## src/rtl/basic_control_unit.sv

```systemverilog
// Hardwired sequencer for the 16-bit Basic Computer: steps T0..T6 through fetch,
// decode, indirect and execute, and owns the E and S flip-flops.
module basic_control_unit #(
  parameter int AW = 12,
  parameter int DW = 16
) (
  input  logic          clk,
  input  logic          reset,
  input  logic          start,
  input  logic [DW-1:0] ir,
  input  logic [DW-1:0] ac,
  input  logic [DW-1:0] dr,
  input  logic          co,
  output logic          reset_ar,
  output logic          reset_pc,
  output logic          reset_dr,
  output logic          reset_tr,
  output logic          reset_ac,
  output logic          write_ar,
  output logic          write_pc,
  output logic          write_dr,
  output logic          write_tr,
  output logic          write_ir,
  output logic          write_ac,
  output logic          increment_ar,
  output logic          increment_pc,
  output logic          increment_dr,
  output logic          increment_tr,
  output logic          increment_ac,
  output logic          read_ar,
  output logic          read_pc,
  output logic          read_dr,
  output logic          read_tr,
  output logic          read_ir,
  output logic          read_ac,
  output logic          memory_read,
  output logic          memory_write,
  output logic [2:0]    alu_op,
  output logic          e,
  output logic          running,
  output logic [2:0]    sc
);

  typedef enum logic [3:0] {
    S_INIT, S_HALT, S_T0, S_T1, S_T2, S_T3, S_T4, S_T5, S_T6
  } state_t;

  state_t      state_q, state_d;
  logic        i_q, i_d;
  logic [2:0]  d_q, d_d;
  logic        e_q, e_d;
  logic        s_q, s_d;
  logic [AW-1:0] rr;
  logic        skip;

  assign rr      = ir[AW-1:0];
  assign e       = e_q;
  assign running = s_q;

  // Skip conditions are ORed so several true selections still give one PC increment.
  assign skip = (rr[4] & ~ac[DW-1]) | (rr[3] & ac[DW-1]) |
                (rr[2] & (ac == '0)) | (rr[1] & ~e_q);

  always_ff @(posedge clk or negedge reset) begin
    if (!reset) begin
      state_q <= S_INIT;
      i_q     <= 1'b0;
      d_q     <= '0;
      e_q     <= 1'b0;
      s_q     <= 1'b0;
    end else begin
      state_q <= state_d;
      i_q     <= i_d;
      d_q     <= d_d;
      e_q     <= e_d;
      s_q     <= s_d;
    end
  end

  always_comb begin
    state_d      = state_q;
    i_d          = i_q;
    d_d          = d_q;
    e_d          = e_q;
    s_d          = s_q;
    reset_ar     = 1'b0;
    reset_pc     = 1'b0;
    reset_dr     = 1'b0;
    reset_tr     = 1'b0;
    reset_ac     = 1'b0;
    write_ar     = 1'b0;
    write_pc     = 1'b0;
    write_dr     = 1'b0;
    write_tr     = 1'b0;
    write_ir     = 1'b0;
    write_ac     = 1'b0;
    increment_ar = 1'b0;
    increment_pc = 1'b0;
    increment_dr = 1'b0;
    increment_tr = 1'b0;
    increment_ac = 1'b0;
    read_ar      = 1'b0;
    read_pc      = 1'b0;
    read_dr      = 1'b0;
    read_tr      = 1'b0;
    read_ir      = 1'b0;
    read_ac      = 1'b0;
    memory_read  = 1'b0;
    memory_write = 1'b0;
    alu_op       = 3'b111;
    sc           = 3'd0;
    case (state_q)
      S_INIT: begin
        reset_ar = 1'b1;
        reset_pc = 1'b1;
        reset_dr = 1'b1;
        reset_tr = 1'b1;
        reset_ac = 1'b1;
        state_d  = S_HALT;
      end
      S_HALT: begin
        if (start) begin
          state_d = S_T0;
          s_d     = 1'b1;
        end
      end
      S_T0: begin
        sc       = 3'd0;
        read_pc  = 1'b1;
        write_ar = 1'b1;
        state_d  = S_T1;
      end
      S_T1: begin
        sc           = 3'd1;
        memory_read  = 1'b1;
        write_ir     = 1'b1;
        increment_pc = 1'b1;
        state_d      = S_T2;
      end
      S_T2: begin
        sc       = 3'd2;
        read_ir  = 1'b1;
        write_ar = 1'b1;
        i_d      = ir[DW-1];
        d_d      = ir[DW-2:DW-4];
        state_d  = S_T3;
      end
      S_T3: begin
        sc = 3'd3;
        if (d_q == 3'd7) begin
          state_d = S_T0;
          if (!i_q) begin
            // E from CIR/CIL is assigned last so it overrides CLE/CME.
            if (rr[10]) e_d = 1'b0;
            if (rr[8])  e_d = ~e_d;
            if (rr[11]) begin
              reset_ac = 1'b1;
            end else if (rr[9]) begin
              alu_op   = 3'b011;
              write_ac = 1'b1;
            end else if (rr[7]) begin
              alu_op   = 3'b100;
              write_ac = 1'b1;
              e_d      = ac[0];
            end else if (rr[6]) begin
              alu_op   = 3'b101;
              write_ac = 1'b1;
              e_d      = ac[DW-1];
            end else if (rr[5]) begin
              increment_ac = 1'b1;
            end
            increment_pc = skip;
            if (rr[0]) begin
              s_d     = 1'b0;
              state_d = S_HALT;
            end
          end
        end else begin
          if (i_q) begin
            memory_read = 1'b1;
            write_ar    = 1'b1;
          end
          state_d = S_T4;
        end
      end
      S_T4: begin
        sc      = 3'd4;
        state_d = S_T0;
        case (d_q)
          3'd0, 3'd1, 3'd2, 3'd6: begin
            memory_read = 1'b1;
            write_dr    = 1'b1;
            state_d     = S_T5;
          end
          3'd3: begin
            read_ac      = 1'b1;
            memory_write = 1'b1;
          end
          3'd4: begin
            read_ar  = 1'b1;
            write_pc = 1'b1;
          end
          3'd5: begin
            read_pc      = 1'b1;
            memory_write = 1'b1;
            increment_ar = 1'b1;
            state_d      = S_T5;
          end
          default: ;
        endcase
      end
      S_T5: begin
        sc      = 3'd5;
        state_d = S_T0;
        case (d_q)
          3'd0: begin
            alu_op   = 3'b000;
            write_ac = 1'b1;
          end
          3'd1: begin
            alu_op   = 3'b001;
            write_ac = 1'b1;
            e_d      = co;
          end
          3'd2: begin
            alu_op   = 3'b010;
            write_ac = 1'b1;
          end
          3'd5: begin
            read_ar  = 1'b1;
            write_pc = 1'b1;
          end
          3'd6: begin
            increment_dr = 1'b1;
            state_d      = S_T6;
          end
          default: ;
        endcase
      end
      S_T6: begin
        sc           = 3'd6;
        read_dr      = 1'b1;
        memory_write = 1'b1;
        increment_pc = (dr == '0);
        state_d      = S_T0;
      end
      default: state_d = S_INIT;
    endcase
  end

endmodule
```

## config.mk

```make
export PLATFORM = sky130hd
export DESIGN_NAME = basic_control_unit
export DESIGN_NICKNAME = d
export VERILOG_FILES = /design/src/rtl/basic_control_unit.sv
export SDC_FILE = /design/constraint.sdc
export NUM_CORES = 1
export LEC_CHECK = 0
export ABC_CLOCK_PERIOD_IN_PS = 1700
export BUFFER_PORTS_ARGS = -buffer_cell sky130_fd_sc_hd__buf_2
export CORE_ASPECT_RATIO = 1.4
export CORE_MARGIN = 1.5
export CORE_UTILIZATION = 35
export CTS_CLUSTER_SIZE = 28
export DETAILED_ROUTE_END_ITERATION = 12
export GPL_TIMING_DRIVEN = 0
export HOLD_SLACK_MARGIN = 0.02
export PLACE_DENSITY_LB_ADDON = 0.08
export SLEW_MARGIN = 20
export SYNTH_ARGS = -nofsm -noshare
export SYNTH_HDL_FRONTEND = slang
export SYNTH_SLANG_ARGS = --single-unit
```

## constraint.sdc

```tcl
create_clock -name clk -period 1.7 [get_ports clk]
set_input_delay 0.255 -clock clk [delete_from_list [all_inputs] [get_ports clk]]
set_output_delay 0.255 -clock clk [all_outputs]
set_load 0.05 [all_outputs]
```

==> results.py <==
metrics = {
    "outcome": {
        "status": "finished with violations",
        "violations": "negative setup slack",
    },
    "timing": {
        "drv_slew": 0,
        "post-route-period-util": 1.25,
        "hold_violations": 0,
        "maxClockFrequency_ghz": 0.471,
        "tns_ns": -5.29,
        "rsz0062_at_grt": "true",
        "fin_skew_ns": 0.00155,
        "worst_slack_ns": -0.422,
        "setup_viol": 26,
        "period_minus_slack_ns": 2.12,
    },
    "floorplanning": {
        "dieArea_um2": 3640,
        "die_h_um": 70.7,
        "initial_core_util": 0.367,
        "die_w_um": 51.4,
        "coreArea_um2": 3120,
        "rows": 24,
        "io_pins": 84,
    },
    "layout": {
        "drive_gt1_frac": 0.714,
        "num_antenna_cells": 0,
        "seq_area_um2": 251,
        "mostFrequentLayoutCell": "buf_2",
        "final_core_util": 0.889,
        "mostFrequentLayoutCells": "buf_2, buf_6, buf_4",
        "nFillCells": 146,
        "nets": 341,
        "final-instance-count-excl-fill": 322,
        "area_growth_pct": 142,
        "multiInputGateArea_um2": 1170,
        "fin_area_um2": 2780,
    },
    "synth": {
        "yosysSeqAreaShare": 0.218,
        "avgSynthCellArea_um2": 7.50,
        "synth-main-ff-cell": "dfrtp_1",
        "synth_xor_xnor_area_share": 0.00763,
        "syn_area_um2": 1150,
        "ys_async_sr_fraction": 1.00,
        "synthAdderAreaFrac": 0.0436,
        "synthCells": 153,
        "synth-simple-area-share": 0.347,
        "muxShareOfSynthArea": 0.00981,
        "synth_top_cell_by_area": "dfrtp_1",
        "yosysWarnings": 0,
        "ys_ff_latch": 10,
        "synth_top_family_by_area": "simple AND/OR/NAND/NOR gates",
        "synth.top_cell.area_share": 0.218,
        "yosys-top-cells-area": "dfrtp_1, buf_4, nand2_1, ha_1, o21ai_0",
        "ys_types": 48,
        "synth_edf_count": 0,
        "synth_compound_area_frac": 0.258,
    },
    "global_route": {
        "grt_use_met2": 0.531,
        "met3_usage": 0.0359,
        "grt-ovfl-total": 0,
        "grt_pass1_wl_um": 8040,
        "grt_pass1_vias": 1774,
        "busiest_layer": "met2",
        "grt_use_total": 0.286,
        "grt_max_degree": 11,
        "use_met1": 0.298,
        "antenna_found_initial": 0,
    },
    "placed_design": {
        "routabilityCongestion": 0.838,
        "placed_cell_area_um2": 1770,
        "dp_cells": 274,
        "io_buffers": 80,
        "hpwl_um": 3060,
        "place_worst_setup_slack_ns": -0.525,
    },
    "setup_path": {
        "arrival_ns": 1.87,
        "reg2reg_setup_slack_ns": -0.08,
        "path_cells": "buf_6, buf_4, ha_4, o21ai_0, o21ai_4, nand3_4, buf_8",
        "critPathLaunchType": "flip-flop",
        "worstSetupPathType": "flip-flop to output port",
        "timing.rr.end": "e",
        "timing.rr.start": "d_q[1]",
        "reg2reg_depth": 9,
        "cp_top_family": "compound AO/OA/AOI/OAI gates",
        "worst-path-buf-inv": 3,
        "required_ns": 1.44,
        "critPathMaxStageDelay_ns": 0.41,
        "crit_fanout": 4,
        "cp-end-kind": "output port",
        "cp_slowest_cell": "dfrtp_1",
    },
    "clocking": {
        "clkTransAtPathRegs_ns": 0.05,
        "cts_tree": "done",
        "clock_sinks": 10,
        "cts-root-buf": "clkbuf_8",
        "cts_buffers": 3,
        "h-tree-depth": 1,
        "cts_buffer_depth": 2,
        "clock_latency_ns": 0.24,
    },
    "power": {
        "switchingPower_mw": 2.87,
        "power.internal_mw": 2.81,
        "leakage_nw": 1.27,
        "switching_share": 0.505,
        "powerDensity_nw_per_um2": 2050,
        "comb_power_share": 0.876,
        "power_frac_clock": 0.045,
        "peakVddDrop_mv": 1.61,
        "pwr-share-seq": 0.080,
    },
    "routing": {
        "dr.pass1.iters": 4,
        "wl_per_cell_um": 19.0,
        "post-route-drc-count": 0,
        "antenna_left": 0,
        "vias": 1845,
        "wirelength_um": 6110,
        "avgViaCountPerCell": 5.73,
        "drtIter0Drc": 71,
    },
    "min_path": {
        "hold_path_end": "d_q[1]",
        "min_path_cells": 3,
        "hp-class": "primary input to flip-flop",
        "min_from": "ir[13]",
    },
    "run": {
        "drv_cap": 0,
    },
}
## cell usage after synthesis (3+ instances only)
master and count:
nor3_1 6, nand2b_1 5, buf_2 4, a21o_1 5, dfrtp_1 10, inv_1 7, nand2_1 14, nor4_1 7
ha_1 4, buf_4 8, nor2b_1 3, o21ai_0 10, nor2_1 13, nand3_1 3, clkbuf_1 3, nand3b_1 3
a21oi_1 7
## how the worst max path moves through the flow
stage | from | to | slack [ns] | cells past startpoint
after global placement | d_q[0] | alu_op[1] | -0.50 | 6
after floorplan | state_q[1] | reset_dr | -0.34 | 4
final | d_q[1] | alu_op[0] | -0.42 | 7
after global routing | d_q[2] | alu_op[0] | -0.47 | 6
after CTS | state_q[1] | alu_op[0] | -0.36 | 5
after detailed placement | d_q[0] | alu_op[1] | -0.52 | 6
## through the flow
| step | power, mW | hold WS [ns] |
|---|---|---|
| floorplan | 2.66 | -0.0406 |
| global placement | 3.17 | 0.139 |
| detailed placement | 3.20 | 0.135 |
| CTS | 5.10 | 0.225 |
| global route | 5.90 | 0.245 |
| finish | 5.69 | 0.221 |
## timing repair
| action | in CTS | in global routing |
|---|---|---|
| pin swaps | 28 | 21 |
| hold buffers | 1 | 0 |
| endpoints found under the hold margin | 10 | 0 |
| setup endpoints to repair | 26 | 28 |
| buffers inserted | 33 | 16 |
| resized for setup | 147 | 20 |
## area by class of cell
cell class,instances,area share
multi-input combinational,122,0.421
timing repair buffer,126,0.372
sequential,10,0.0905
buffer,15,0.0685
tap,39,0.0176
inverter,7,0.0153
clock buffer,3,0.0149
## registers in the layout, indices dropped and copies added, names as in the netlist
name     cells
running      1
i_q          1
d_q          3
e            1
state_q      4
## kinds of logic (layout without fill, tap and decap cells)
kind of cell	Yosys count	in the layout
AOI/OAI and AO/OA	43	43
other	1	3
adders and majority gates	4	4
xor gates and xnor gates	1	1
muxes	1	1
and+or+nand+nor	70	70
DFF	10	10
buffers and inverters	23	151
## power groups by stage
stage	Sequential (mW)	Combinational [mW]	Clock, mW
final	0.453	4.98	0.254
after global routing	0.462	5.17	0.271
after global placement	0.442	2.73	0
after detailed placement	0.448	2.76	0
after floorplan	0.472	2.19	0
after CTS	0.434	4.41	0.251
## per-layer routing
metal	routed length, um	vias to the layer above
li1	-	817
met2	3270	117
met3	436	24
met4	287	0
met5	0	-
met1	2120	887
## tightest hold or removal path, stage by stage
cell	delay, ns
buf_2	0.07
nand2_1	0.04
o21ai_0	0.06
No activity file was read; power rests on OpenSTA's default activity.
